`src/rtl/riscv_pkg.sv`:
```
// Shared definitions for the 5-stage RISC-V pipeline: ALU op classes, register
// constants and the packed control bundle carried between stages.
package riscv_pkg;

    localparam logic [1:0] ALUOP_ADD    = 2'b00;
    localparam logic [1:0] ALUOP_BRANCH = 2'b01;
    localparam logic [1:0] ALUOP_RTYPE  = 2'b10;
    localparam logic [1:0] ALUOP_ITYPE  = 2'b11;

    localparam logic [4:0] REG_X0 = 5'd0;

    // All-zero value of this bundle is a bubble (no side effects).
    typedef struct packed {
        logic       reg_write;
        logic       mem_read;
        logic       mem_write;
        logic       memto_reg;
        logic       alu_src;
        logic       branch;
        logic [1:0] alu_op;
    } ctrl_t;

endpackage

```
`src/rtl/load_use_detect.sv`:
```
// Combinational load-use hazard detection: the instruction in ID reads a
// register that the load currently in EX has not produced yet.
module load_use_detect
    import riscv_pkg::*;
(
    input  logic       idex_mem_read_i,
    input  logic [4:0] idex_rd_i,
    input  logic [4:0] id_rs1_i,
    input  logic [4:0] id_rs2_i,
    input  logic       id_use_rs1_i,
    input  logic       id_use_rs2_i,
    output logic       lu_hazard_o
);

    logic rs1_match;
    logic rs2_match;

    assign rs1_match = id_use_rs1_i && (id_rs1_i == idex_rd_i);
    assign rs2_match = id_use_rs2_i && (id_rs2_i == idex_rd_i);

    // x0 is hard-wired, so a load targeting it never creates a dependency.
    assign lu_hazard_o = idex_mem_read_i && (idex_rd_i != REG_X0) && (rs1_match || rs2_match);

endmodule

```
`src/rtl/id_ex_stage.sv`:
```
// ID/EX pipeline register with load-use stall generation, flush squashing and
// a saturating count of inserted bubbles.
module id_ex_stage
    import riscv_pkg::*;
#(
    parameter int unsigned XLEN  = 32,
    parameter int unsigned CNT_W = 16
) (
    input  logic             clk,
    input  logic             rst_n,
    input  logic [XLEN-1:0]  ID_pc,
    input  logic [XLEN-1:0]  ID_rdata1,
    input  logic [XLEN-1:0]  ID_rdata2,
    input  logic [XLEN-1:0]  ID_imm,
    input  logic [4:0]       ID_rs1,
    input  logic [4:0]       ID_rs2,
    input  logic [4:0]       ID_rd,
    input  logic             ID_use_rs1,
    input  logic             ID_use_rs2,
    input  logic             ID_RegWrite,
    input  logic             ID_MemRead,
    input  logic             ID_MemWrite,
    input  logic             ID_MemtoReg,
    input  logic             ID_ALUSrc,
    input  logic             ID_Branch,
    input  logic [1:0]       ID_ALUOp,
    input  logic             EX_flush,
    output logic [XLEN-1:0]  IDEX_pc,
    output logic [XLEN-1:0]  IDEX_rdata1,
    output logic [XLEN-1:0]  IDEX_rdata2,
    output logic [XLEN-1:0]  IDEX_imm,
    output logic [4:0]       IDEX_rs1,
    output logic [4:0]       IDEX_rs2,
    output logic [4:0]       IDEX_rd,
    output logic             IDEX_RegWrite,
    output logic             IDEX_MemRead,
    output logic             IDEX_MemWrite,
    output logic             IDEX_MemtoReg,
    output logic             IDEX_ALUSrc,
    output logic             IDEX_Branch,
    output logic [1:0]       IDEX_ALUOp,
    output logic             pc_write,
    output logic             ifid_write,
    output logic [CNT_W-1:0] bubble_cnt
);

    ctrl_t            id_ctrl;
    ctrl_t            ctrl_q, ctrl_d;
    logic [XLEN-1:0]  pc_q, pc_d;
    logic [XLEN-1:0]  rdata1_q, rdata1_d;
    logic [XLEN-1:0]  rdata2_q, rdata2_d;
    logic [XLEN-1:0]  imm_q, imm_d;
    logic [4:0]       rs1_q, rs1_d;
    logic [4:0]       rs2_q, rs2_d;
    logic [4:0]       rd_q, rd_d;
    logic [CNT_W-1:0] cnt_q, cnt_d;
    logic             lu_hazard;
    logic             stall;
    logic             load_bubble;

    load_use_detect u_load_use_detect (
        .idex_mem_read_i (ctrl_q.mem_read),
        .idex_rd_i       (rd_q),
        .id_rs1_i        (ID_rs1),
        .id_rs2_i        (ID_rs2),
        .id_use_rs1_i    (ID_use_rs1),
        .id_use_rs2_i    (ID_use_rs2),
        .lu_hazard_o     (lu_hazard)
    );

    // A flush squashes the wrong-path ID instruction anyway, so it must not freeze PC.
    assign stall       = lu_hazard && !EX_flush;
    assign load_bubble = EX_flush || stall;
    assign pc_write    = !stall;
    assign ifid_write  = !stall;

    always_comb begin
        id_ctrl.reg_write = ID_RegWrite;
        id_ctrl.mem_read  = ID_MemRead;
        id_ctrl.mem_write = ID_MemWrite;
        id_ctrl.memto_reg = ID_MemtoReg;
        id_ctrl.alu_src   = ID_ALUSrc;
        id_ctrl.branch    = ID_Branch;
        id_ctrl.alu_op    = ID_ALUOp;
    end

    always_comb begin
        ctrl_d   = '0;
        pc_d     = '0;
        rdata1_d = '0;
        rdata2_d = '0;
        imm_d    = '0;
        rs1_d    = REG_X0;
        rs2_d    = REG_X0;
        rd_d     = REG_X0;
        if (!load_bubble) begin
            ctrl_d   = id_ctrl;
            pc_d     = ID_pc;
            rdata1_d = ID_rdata1;
            rdata2_d = ID_rdata2;
            imm_d    = ID_imm;
            rs1_d    = ID_rs1;
            rs2_d    = ID_rs2;
            rd_d     = ID_rd;
        end

        cnt_d = cnt_q;
        if (load_bubble && (cnt_q != {CNT_W{1'b1}})) begin
            cnt_d = cnt_q + CNT_W'(1);
        end
    end

    always_ff @(posedge clk or negedge rst_n) begin
        if (!rst_n) begin
            ctrl_q   <= '0;
            pc_q     <= '0;
            rdata1_q <= '0;
            rdata2_q <= '0;
            imm_q    <= '0;
            rs1_q    <= '0;
            rs2_q    <= '0;
            rd_q     <= '0;
            cnt_q    <= '0;
        end else begin
            ctrl_q   <= ctrl_d;
            pc_q     <= pc_d;
            rdata1_q <= rdata1_d;
            rdata2_q <= rdata2_d;
            imm_q    <= imm_d;
            rs1_q    <= rs1_d;
            rs2_q    <= rs2_d;
            rd_q     <= rd_d;
            cnt_q    <= cnt_d;
        end
    end

    assign IDEX_pc       = pc_q;
    assign IDEX_rdata1   = rdata1_q;
    assign IDEX_rdata2   = rdata2_q;
    assign IDEX_imm      = imm_q;
    assign IDEX_rs1      = rs1_q;
    assign IDEX_rs2      = rs2_q;
    assign IDEX_rd       = rd_q;
    assign IDEX_RegWrite = ctrl_q.reg_write;
    assign IDEX_MemRead  = ctrl_q.mem_read;
    assign IDEX_MemWrite = ctrl_q.mem_write;
    assign IDEX_MemtoReg = ctrl_q.memto_reg;
    assign IDEX_ALUSrc   = ctrl_q.alu_src;
    assign IDEX_Branch   = ctrl_q.branch;
    assign IDEX_ALUOp    = ctrl_q.alu_op;
    assign bubble_cnt    = cnt_q;

endmodule
```
`config.mk`:
```
export PLATFORM = sky130hd
export DESIGN_NAME = id_ex_stage
export DESIGN_NICKNAME = d
export VERILOG_FILES = /design/src/rtl/riscv_pkg.sv /design/src/rtl/load_use_detect.sv /design/src/rtl/id_ex_stage.sv
export SDC_FILE = /design/constraint.sdc
export NUM_CORES = 1
export LEC_CHECK = 0
export CORE_AREA = 2 2 128 130
export CTS_CLUSTER_SIZE = 28
export DETAILED_ROUTE_END_ITERATION = 8
export DIE_AREA = 0 0 130 132
export PLACE_DENSITY = 0.81
export SKIP_LAST_GASP = 1
export SLEW_MARGIN = 25
export SYNTH_ARGS = -nofsm -noshare
export SYNTH_HDL_FRONTEND = slang
export SYNTH_SLANG_ARGS = --single-unit
```
`constraint.sdc`:
```
create_clock -name clk -period 4.15 [get_ports clk]
set_clock_uncertainty 0.2 [all_clocks]
set_input_delay 0.415 -clock clk [delete_from_list [all_inputs] [get_ports clk]]
set_output_delay 0.415 -clock clk [all_outputs]
set_load 0.1 [all_outputs]
```
; ---- After elaboration in Yosys (flattened, before gate mapping)
; Index checks and enable logic that the tools add are counted.
[classes]
addsub = 1
n_mul = 0
div_mod_pow = 0
n_lt_le_gt_ge = 0
eq_ne = 3
shift = 0
muxes = 8
bitwise = 0
n_reduce_logical = 11
[ops]
columns = operator, n
row1 = $mux 32, 4
row2 = $add 16x1->16 const B, 1
row3 = $ne 16x16->1 const B, 1
row4 = $mux 5, 3
row5 = $eq 5x5->1, 2
row6 = $mux 8, 1
row7 = $logic_and 1x1->1, 6
row8 = $reduce_bool 5->1, 1
row9 = $logic_not 1->1, 2
row10 = $logic_or 1x1->1, 2
[word_totals]
reg_bits = 167
latch_bits = 0
mem_bits_rw = 0
rom_bits = 0
out_inout_bits = 169
n_memories = 0

; ---- Logic depth before layout (Yosys ltp)
[depth]
depth_word = 7
depth_mapped = 7
mapped_depth_nobuf = 7

; ---- Cells and area by module
; From an unflattened synthesis, not the netlist that was laid out.
[unflattened]
hier_cells = 412
hier_area_um2 = 5733.0
[modules_own_cells]
columns = module, n_inst, cells_each, area_each_um2
row1 = id_ex_stage, 1, 395, 5599.1
row2 = load_use_detect, 1, 17, 133.9

; ---- Worst setup path before layout
; Ideal clock, no wire load.
[synth_timing]
path_type = register to output
from = register rd_q[1] (netlist: IDEX_rd[1])
to = output port pc_write
arrival_ns = 2.526
required_time_ns = 3.535
setup_slack_ns = 1.009
stages_incl_launch_ff = 6
path_buffers = 1
path_cell_list = dfrtp_1 or4_1 o21a_1 nand2_1 or2_2 buf_4
[synth_between]
elab_chain_len = 6
word_cells_on_any_way = 10
cone_classes = 2 x eq/ne / 8 x reduce/logical
[synth_lines]
columns = element, line_no
row1 = "start, declared", id_ex_stage.sv:55  ; logic [4:0] rd_q, rd_d;
row2 = "start signal, assigned", id_ex_stage.sv:132  ; rd_q <= rd_d;
row3 = "$eq 5x5->1, on equally long branches", "load_use_detect.sv:18, load_use_detect.sv:19"
row4 = "$logic_and 1x1->1, on equally long branches", "load_use_detect.sv:18, load_use_detect.sv:19"
row5 = $logic_or 1x1->1, load_use_detect.sv:22  ; assign lu_hazard_o = idex_mem_read_i && (idex_rd_i != REG_X0) && (rs1_match || rs2_match);
row6 = $logic_and 1x1->1 (*), load_use_detect.sv:22
row7 = $logic_and 1x1->1 (*), id_ex_stage.sv:72  ; assign stall = lu_hazard && !EX_flush;
row8 = $logic_not 1->1 (*), --
row9 = "end, declared", id_ex_stage.sv:42  ; output logic pc_write,
; Every way passes the cells marked *; elsewhere a longest branch is shown, timed or not.

; ---- Worst setup path after layout
[layout_timing]
from = register rd_q[1] (netlist: IDEX_rd[1])
to = register rdata1_q[4] (netlist: IDEX_rdata1[4])
[layout_between]
elab_chain_len = 7
word_cells_on_any_way = 11
cone_classes = 2 x eq/ne / 1 x mux / 8 x reduce/logical
[layout_lines]
columns = element, line_no
row1 = "$eq 5x5->1, on equally long branches", "load_use_detect.sv:18, load_use_detect.sv:19"
row2 = "$logic_and 1x1->1, on equally long branches", "load_use_detect.sv:18, load_use_detect.sv:19"
row3 = $logic_or 1x1->1, load_use_detect.sv:22
row4 = $logic_and 1x1->1 (*), load_use_detect.sv:22
row5 = $logic_and 1x1->1 (*), id_ex_stage.sv:72
row6 = $logic_or 1x1->1 (*), id_ex_stage.sv:73  ; assign load_bubble = EX_flush || stall;
row7 = $mux 32 (*), id_ex_stage.sv:96  ; if (!load_bubble) begin
row8 = net rdata1_d[4], id_ex_stage.sv:50  ; logic [XLEN-1:0] rdata1_q, rdata1_d;
row9 = "end signal, assigned", id_ex_stage.sv:127  ; rdata1_q <= rdata1_d;
row10 = "end, declared", id_ex_stage.sv:50
; Mark *: on every way through the listed nets, which the timed path passes. The rest lies on a longest branch.
; A chain may end at the register's enable or synchronous reset.

==> impl_metrics.json <==
{
  "status": "completed",
  "dr.pass1.iters": 4,
  "clockRootBuffer": "clkbuf_16",
  "hold_buffers": 1,
  "fp.dieH_um": 132,
  "initialDrtViolationCount": 144,
  "cp_top_family": "buffers and inverters",
  "worstPathCellList": "or4_1 > o21a_1 > a21oi_4 > buf_4 > buf_4 > and2_1",
  "met3_usage_pct": 4.789,
  "slew_violations": 0,
  "crit_buf_inv": 2,
  "yosysMostFrequentCell": "dfrtp_1",
  "ys_seq_elements": 167,
  "place.port_buffers": 324,
  "die-width_um": 130,
  "yosysSeqAreaShare_pct": 72.03,
  "worstSetupPathType": "reg2reg",
  "grt_use_total_pct": 18.82,
  "crit_fanout": 54,
  "max_freq_mhz": 331.9,
  "htreeDepth": 4,
  "combPwrFrac_pct": 30.3,
  "top_usage_layer": "met2",
  "swShare_pct": 36.67,
  "async_flop_share_pct": 100.0,
  "avgSynthCellArea_um2": 13.81,
  "cts_tree": "built",
  "startpoint_type": "register",
  "relSlewSlack_pct": 29.77,
  "setup_violations": 0,
  "seq_power_share_pct": 37.1,
  "drive_gt1_share_pct": 5.906,
  "tightestPinTransition_ns": 1.050,
  "grt_pass1_wl_mm": 24.36,
  "post-dp-hpwl_mm": 12.10,
  "area_growth_syn_to_layout_pct": 70.07,
  "route.detailed.drc": 0,
  "synth-edff-count": 0,
  "start_util_pct": 36.92,
  "io_pins": 325,
  "routed_wl_mm": 16.04,
  "clockPowerShare_pct": 32.6,
  "grt_use_met2_pct": 33.92,
  "tns_ns": 0,
  "gp_congestion": 0.8071,
  "gr-total-overflow": 0,
  "synth_top_area_share_pct": 72.03,
  "cts_setup_buffers": 0,
  "powerDensity_nw_per_um2": 500.3,
  "use_met1_pct": 20.95,
  "rows": 46,
  "p_sw_uw": 1810,
  "synth.distinct_cells": 36,
  "p_int_uw": 3127,
  "total_power_uw": 4937,
  "rsz0062_at_grt": "no",
  "min_path_type": "reg2reg",
  "fin_crit_ns": 3.013,
  "path_clk_slew_ns": 0.06,
  "clock_latency_ns": 0.42,
  "timing.hold.ws_ns": 0.3249,
  "syn_area_um2": 5802,
  "grt_pass1_vias": 4543,
  "vias_per_cell": 4.381,
  "cts.sinks": 167,
  "final_area_um2": 9867,
  "cts_resized": 0,
  "placed_area_um2": 9241,
  "numCtsBuffers": 17,
  "drv_cap": 0,
  "nets": 906,
  "crit_path_end_kind": "register",
  "yosysTopAreaCell": "dfrtp_1",
  "required_ns": 4.30,
  "netlist_instances": 420,
  "crit_arrival_ns": 3.16,
  "yosys-top-cells-area": "dfrtp_1 72%, and2_1 16%, xnor2_1 1.8%, clkbuf_2 1.2%, xor2_1 1.1%",
  "worst_path_most_repeated_cell": "buf_4",
  "power_leakage_uw": 0.004270,
  "period_share_pct": 72.61,
  "slowest_delay_ns": 0.54,
  "ys.flop_type": "dfrtp_1",
  "wl_per_cell_um": 16.39,
  "ir_drop_uv": 787.4,
  "cts_buffer_depth": 2,
  "dr_total_vias": 4289,
  "core_um2": 15710,
  "slowest_stage": "or4_1",
  "hold_violations": 0,
  "syn-num-nets": 577,
  "netlist_top_cells_count": "167 x dfrtp_1, 151 x and2_1, 15 x nand2_1",
  "die_area_um2": 17160,
  "antenna_found_initial": 1,
  "grt_start_max_net_pins": 96,
  "ant_nets": 0,
  "yosys_warnings": 0
}
-- cells by family after synthesis --
family | after synthesis | share of synthesized area, %
and+or+nand+nor | 198 | 20.53
muxes | 2 | 0.3882
adders and majority gates | 1 | 0.2156
AOI/OAI and AO/OA | 13 | 1.963
xor gates and xnor gates | 19 | 2.868
DFF | 167 | 72.03
buffers and inverters | 20 | 2.005
-- cell usage in the layout (no fill, tap or decap), drive strengths merged, types with 4 or more instances in the layout --
cell and n:
clkbuf 18, dfrtp 167, clkdlybuf4s50 321, nor3 7, nand2 15, buf 7
clkinv 5, and2 151, nand3 8, xnor2 12, inv 4, xor2 7
-- worst paths after layout --
kind,from,cells past startpoint,endpoint,slack [ns]
setup / recovery,IDEX_rd[1]$_DFF_PN0_,6,IDEX_rdata1[4]$_DFF_PN0_,1.14
hold / removal,bubble_cnt[6]$_DFFE_PN0P_,1,bubble_cnt[6]$_DFFE_PN0P_,0.32
setup reg to reg,IDEX_rd[1]$_DFF_PN0_,6,IDEX_rdata1[4]$_DFF_PN0_,1.14
hold reg to reg,bubble_cnt[6]$_DFFE_PN0P_,1,bubble_cnt[6]$_DFFE_PN0P_,0.32
max in group asynchronous,rst_n,3,IDEX_pc[30]$_DFF_PN0_,2.36
min in group asynchronous,rst_n,2,IDEX_rdata1[29]$_DFF_PN0_,0.43
-- per-stage QoR --
stage               utilization, %  worst slack [ns]  instances
floorplan                        -             1.009        420
global placement             58.82             1.169        945
detailed placement           58.82             1.066        945
CTS                          62.78             1.111        978
global route                 62.80            0.8920        979
finish                       62.80             1.137        979
-- per-layer routing --
| metal | up-vias | wire length, µm |
|---|---|---|
| li1 | 1985 | - |
| met2 | 195 | 8534 |
| met4 | 0 | 403 |
| met5 | - | 0 |
| met3 | 27 | 1022 |
| met1 | 2082 | 6083 |
-- layout make-up --
class / count / area [µm²]
clock inverter: 14 / 173.9
inverter: 1 / 3.754
sequential: 167 / 4179
antenna: 1 / 2.502
clock buffer: 18 / 439.2
tap: 216 / 270.3
timing repair buffer: 329 / 3292
multi-input combinational: 233 / 1506
fill: 1182 / 5846
-- power by group through the flow --
stage / registers (µW) / clock network (µW) / logic [µW]
after floorplan: 2720 / 0 / 158
after CTS: 1830 / 1640 / 1500
after global routing: 1840 / 1710 / 1550
after detailed placement: 1860 / 0 / 1500
final: 1830 / 1610 / 1500
after global placement: 1850 / 0 / 1490
-- sequential cells by signal (all words and copies together) (netlist names) --
name	count
IDEX_imm	32
IDEX_pc	32
IDEX_rdata1	32
IDEX_rdata2	32
bubble_cnt	16
IDEX_rd	5
IDEX_rs1	5
IDEX_rs2	5
IDEX_ALUOp	2
IDEX_ALUSrc	1
IDEX_Branch	1
IDEX_MemRead	1
IDEX_MemWrite	1
IDEX_MemtoReg	1
IDEX_RegWrite	1
-- worst register-to-register path: stages, from the launching register on --
cell	delay [ns]
dfrtp_1	0.43
or4_1	0.54
o21a_1	0.24
a21oi_4	0.48
buf_4	0.42
buf_4	0.43
and2_1	0.21
(Power assumes the default switching activity.)
